`src/rtl/uart_rx_fifo.sv`:
```
// Receive-side FWFT byte FIFO behind the UART receiver, with a valid/ready pop port,
// fill level and sticky overflow. Optional macro UART_RX_FIFO_DROP_BAD_EN discards parity-bad bytes.
module uart_rx_fifo #(
    parameter int unsigned DEPTH        = 16,
    parameter int unsigned ERR_CNT_BITS = 8
) (
    input  logic                     clk,
    input  logic                     nRst,
    input  logic                     in_en,
    input  logic [7:0]               in_data,
    input  logic                     in_parity_valid,
    output logic                     out_valid,
    input  logic                     out_ready,
    output logic [7:0]               out_data,
    output logic                     out_parity_err,
    output logic [$clog2(DEPTH):0]   level,
    output logic                     overflow,
    input  logic                     clr_overflow,
    output logic [ERR_CNT_BITS-1:0]  drop_cnt
);

    localparam int unsigned AW = $clog2(DEPTH);
    localparam int unsigned PW = AW + 1;
`ifdef UART_RX_FIFO_DROP_BAD_EN
    localparam int unsigned EW = 8;
`else
    localparam int unsigned EW = 9;
`endif

    logic [EW-1:0] mem [DEPTH];
    logic [EW-1:0] head;
    logic [EW-1:0] wr_entry;

    logic [PW-1:0] wr_ptr;
    logic [PW-1:0] rd_ptr;
    logic [PW-1:0] wr_ptr_nxt;
    logic [PW-1:0] rd_ptr_nxt;
    logic [PW-1:0] level_nxt;
    logic          valid_nxt;
    logic          overflow_nxt;
    logic          in_ok;
    logic          full;
    logic          push;
    logic          pop;
    logic          ovf_hit;

    // Next-state for pointers, level, valid and overflow
    always_comb begin
        in_ok        = in_en;
`ifdef UART_RX_FIFO_DROP_BAD_EN
        in_ok        = in_en & in_parity_valid;
`endif
        full         = (wr_ptr[AW] != rd_ptr[AW]) && (wr_ptr[AW-1:0] == rd_ptr[AW-1:0]);
        pop          = out_valid & out_ready;
        push         = in_ok & (~full | pop);
        ovf_hit      = in_ok & full & ~pop;
        wr_ptr_nxt   = wr_ptr;
        rd_ptr_nxt   = rd_ptr;
        level_nxt    = level;
        overflow_nxt = overflow;

        if (push) begin
            wr_ptr_nxt = wr_ptr + PW'(1);
        end
        if (pop) begin
            rd_ptr_nxt = rd_ptr + PW'(1);
        end

        case ({push, pop})
            2'b10:   level_nxt = level + PW'(1);
            2'b01:   level_nxt = level - PW'(1);
            default: level_nxt = level;
        endcase

        // A new overflow on the same edge as a clear request keeps the flag set
        if (ovf_hit) begin
            overflow_nxt = 1'b1;
        end else if (clr_overflow) begin
            overflow_nxt = 1'b0;
        end

        valid_nxt = (wr_ptr_nxt != rd_ptr_nxt);
    end

    always_ff @(posedge clk) begin
        if (!nRst) begin
            wr_ptr    <= '0;
            rd_ptr    <= '0;
            level     <= '0;
            out_valid <= 1'b0;
            overflow  <= 1'b0;
        end else begin
            wr_ptr    <= wr_ptr_nxt;
            rd_ptr    <= rd_ptr_nxt;
            level     <= level_nxt;
            out_valid <= valid_nxt;
            overflow  <= overflow_nxt;
        end
    end

    // Storage array is intentionally not reset
`ifdef UART_RX_FIFO_DROP_BAD_EN
    assign wr_entry = in_data;
`else
    assign wr_entry = {in_parity_valid, in_data};
`endif

    always_ff @(posedge clk) begin
        if (nRst && push) begin
            mem[wr_ptr[AW-1:0]] <= wr_entry;
        end
    end

    // Head entry is presented straight from the array (first-word fall-through)
    assign head     = mem[rd_ptr[AW-1:0]];
    assign out_data = head[7:0];

`ifdef UART_RX_FIFO_DROP_BAD_EN
    logic [ERR_CNT_BITS-1:0] drop_q;

    assign out_parity_err = 1'b0;
    assign drop_cnt       = drop_q;

    // Saturating count of discarded parity-bad bytes
    always_ff @(posedge clk) begin
        if (!nRst) begin
            drop_q <= '0;
        end else if (in_en && !in_parity_valid && (drop_q != {ERR_CNT_BITS{1'b1}})) begin
            drop_q <= drop_q + ERR_CNT_BITS'(1);
        end
    end
`else
    assign out_parity_err = ~head[8];
    assign drop_cnt       = '0;
`endif

endmodule
```
`config.mk`:
```
export PLATFORM = sky130hd
export DESIGN_NAME = uart_rx_fifo
export DESIGN_NICKNAME = d
export VERILOG_FILES = /design/src/rtl/uart_rx_fifo.sv
export SDC_FILE = /design/constraint.sdc
export NUM_CORES = 1
export LEC_CHECK = 0
export BUFFER_PORTS_ARGS = -buffer_cell sky130_fd_sc_hd__buf_2
export CAP_MARGIN = 25
export CORE_AREA = 3 3 110 139
export CTS_BUF_LIST = sky130_fd_sc_hd__clkbuf_16
export DETAILED_ROUTE_END_ITERATION = 10
export DIE_AREA = 0 0 113 142
export GPL_ROUTABILITY_DRIVEN = 0
export SYNTH_ARGS = -nofsm -noshare
export SYNTH_HDL_FRONTEND = slang
export SYNTH_SLANG_ARGS = --single-unit
```
`constraint.sdc`:
```
create_clock -name clk -period 7.8 [get_ports clk]
set_input_delay 0.78 -clock clk [delete_from_list [all_inputs] [get_ports clk]]
set_output_delay 0.78 -clock clk [all_outputs]
set_load 0.005 [all_outputs]
```
==> flow_summary.ini <==
[run_status]
status = complete, no violations

[power]
finalPower_w = 0.001896
p_leak_nw = 2.566
ir_worst_vdd_mv = 0.1890
p_per_area_nw_per_um2 = 245.8

[floorplanning]
row_count = 49
fp.dieArea_um2 = 16050
die_x_um = 113
coreArea_um2 = 14220
die_h_um = 142
start_util = 0.4739
io_pins = 38

[setup_path]
startpoint = rd_ptr[0]
start_kind = flop
timing.rr.start = rd_ptr[3]
cp_slowest_cell = mux4_2
r2r_cells = 5
cp.required_ns = 7.02
path_max_fanout = 37
max_stage_delay_ns = 0.61
endpoint_kind = output pin
r2r-end = mem[15][0]
cp_top_family = multiplexers
crit_chain = buf_4 -> mux4_2 -> mux4_2 -> inv_1 -> buf_2
cp.arrival_ns = 2.68
critPathKind = reg2out
r2r_slack_ns = 4.96
crit_buf_inv = 3
critPathMostFrequentCell = mux4_2

[drt]
wl_met3_um = 599
top_layer_used = met4
viasPerCell = 5.557
wl_met2_mm = 6.924
drt_first_iter_violations = 169
ant_nets = 0
firstDrtPassIters = 4
drc = 0
route.vias.total = 3290
wirelength_mm = 13.12
met1_length_mm = 5.389
wire_per_inst_um = 22.16

[place]
portBuffers = 29
dpl.cell_count = 560
hpwl_mm = 8.145

[logic_synthesis]
avgSynthCellArea_um2 = 18.88
ys_top_cells_by_area = edfxtp_1 (64%), mux4_2 (15%), dfxtp_1 (5.0%)
synth_top_cell_by_area = edfxtp_1
synth_top_area_frac = 0.6415
syn_area_um2 = 6740
yosys_warnings = 0
netlist_instances = 357
synth_seq_cells = 161
ys_types = 45
ys_seq_area_frac = 0.6920

[clock_tree]
cts.repair.resized = 0
holdBufCountCts = 0
clk_latency_ns = 0.42
cts_num_sinks = 161
cts_htree_levels = 4
tritoncts = built
clkSlewWorstSetupHoldPaths_ns = 0.06
numCtsBuffers = 17
cts_setup_buffers = 0
cts_buffer_depth = 2
root_buffer = clkbuf_16

[sta]
finalHoldViolations = 0
worstMarginPinSlew_ns = 0.9093
slew_violations = 0
relSlewSlack = 0.3893
setup_tns_ns = 0
finalCritPeriodShare = 0.4440
rsz0062_at_grt = no
fin_hold_ws_ns = 0.5247
finClkSkew_ns = 0.008612
max_freq_mhz = 288.7
setup_viol = 0
min_period_ns = 3.464

[grt]
grt_max_degree = 38
grt_pass1_vias = 3488
overflow = 0
groute.usage.overall = 0.1789
grt_pass1_wl_mm = 20.69
grt_antenna_before_repair = 0

[layout]
instances_no_fill = 592
fillers = 1138
mostFrequentLayoutCells = edfxtp_1 (144), mux4_2 (45), buf_2 (29), buf_4 (18), clkbuf_16 (17)
diodes = 0
drive_gt1_frac = 0.3237
syn_to_final_growth_pct = 14.44
final_common_cell = edfxtp_1
final_nets = 424

[flow_run]
cap_violations = 0

[hold_path]
whs_path_depth = 2
hold_end = overflow
hold_path_startpoint = overflow
worstHoldPathType = reg2reg
how the worst max path moves through the flow:
stage	end	slack [ns]	cells past startpoint
6_report	out_parity_err	4.34	5
5_1_grt	out_parity_err	4.12	5
4_1_cts	out_parity_err	4.23	5
3_5_place_dp	out_parity_err	4.70	5
3_3_place_gp	mem[2][1]	4.32	5
2_1_floorplan	mem[3][0]	4.76	7
tightest hold or removal path: stages (launching register included):
cell     delay, ns
dfxtp_1       0.33
a32oi_1       0.06
nor2b_1       0.10
metrics by stage:
stage          instance area [um^2]  utilization  worst slack, ns
6_report                       7714       0.5423            4.336
5_1_grt                        7714       0.5423            4.119
4_1_cts                        7714       0.5423            4.232
3_5_place_dp                   7144       0.5023            4.700
3_3_place_gp                   7136       0.5017            4.319
2_1_floorplan                  6766            -            4.760
cells in the mapped netlist (all sizes together):
| master | instances |
|---|---|
| ha | 8 |
| nor3 | 8 |
| xor2 | 10 |
| and3 | 1 |
| a21boi | 1 |
| nand2 | 11 |
| a221o | 1 |
| fa | 1 |
| nand3b | 2 |
| xnor3 | 1 |
| inv | 9 |
| and2 | 7 |
| xnor2 | 11 |
| nand3 | 4 |
| mux2i | 3 |
| conb | 1 |
| o311ai | 1 |
| o31ai | 2 |
| nor2 | 3 |
| o211a | 1 |
| mux4 | 45 |
| buf | 20 |
| dfxtp | 17 |
| a21o | 1 |
| a21oi | 3 |
| nor4 | 5 |
| mux2 | 1 |
| clkbuf | 9 |
| edfxtp | 144 |
| or3 | 1 |
| nand4 | 5 |
| and2b | 1 |
| o21ai | 2 |
| nor2b | 8 |
| nor4b | 4 |
| a32oi | 1 |
| nand2b | 3 |
| a21bo | 1 |
cell families (layout without fill, tap and decap cells):
group	count (synthesis)	after routing	synth area share
AO/OA/AOI/OAI	14	14	0.01578
XOR/XNOR	22	22	0.03063
adder cells (fa/ha/maj)	9	9	0.01782
buffers and inverters	38	88	0.03267
flip-flops	161	161	0.6920
multiplexers	49	49	0.1565
other	1	8	0.0005564
AND/OR/NAND/NOR	63	63	0.05402
power by group:
group,internal (W),switching (W),total (W),leakage [nW]
combinational,0.0000709,0.0000748,0.000146,0.864
sequential,0.000950,0.00000917,0.000959,1.44
clock,0.000467,0.000324,0.000791,0.266
cell type report:
class	instances	area (um^2)	share of cell area
clock buffer	17	425.4	0.05515
tap	178	222.7	0.02887
inverter	9	33.78	0.004380
clock inverter	15	143.9	0.01865
multi-input combinational	165	1941	0.2516
sequential	161	4667	0.6050
timing repair buffer	47	280.3	0.03633
registers in the layout, indices dropped and copies added, names as in the netlist:
name and cells:
rd_ptr 5, out_valid 1, mem 144, overflow 1
wr_ptr 5, level 5
layer usage:
metal | global-route usage | vias to the layer above
li1 | - | 1498
met1 | 0.2289 | 1704
met2 | 0.2971 | 74
met3 | 0.04466 | 14
met4 | 0.06835 | 0
met5 | 0 | -
No activity file was read; power rests on OpenSTA's default activity.
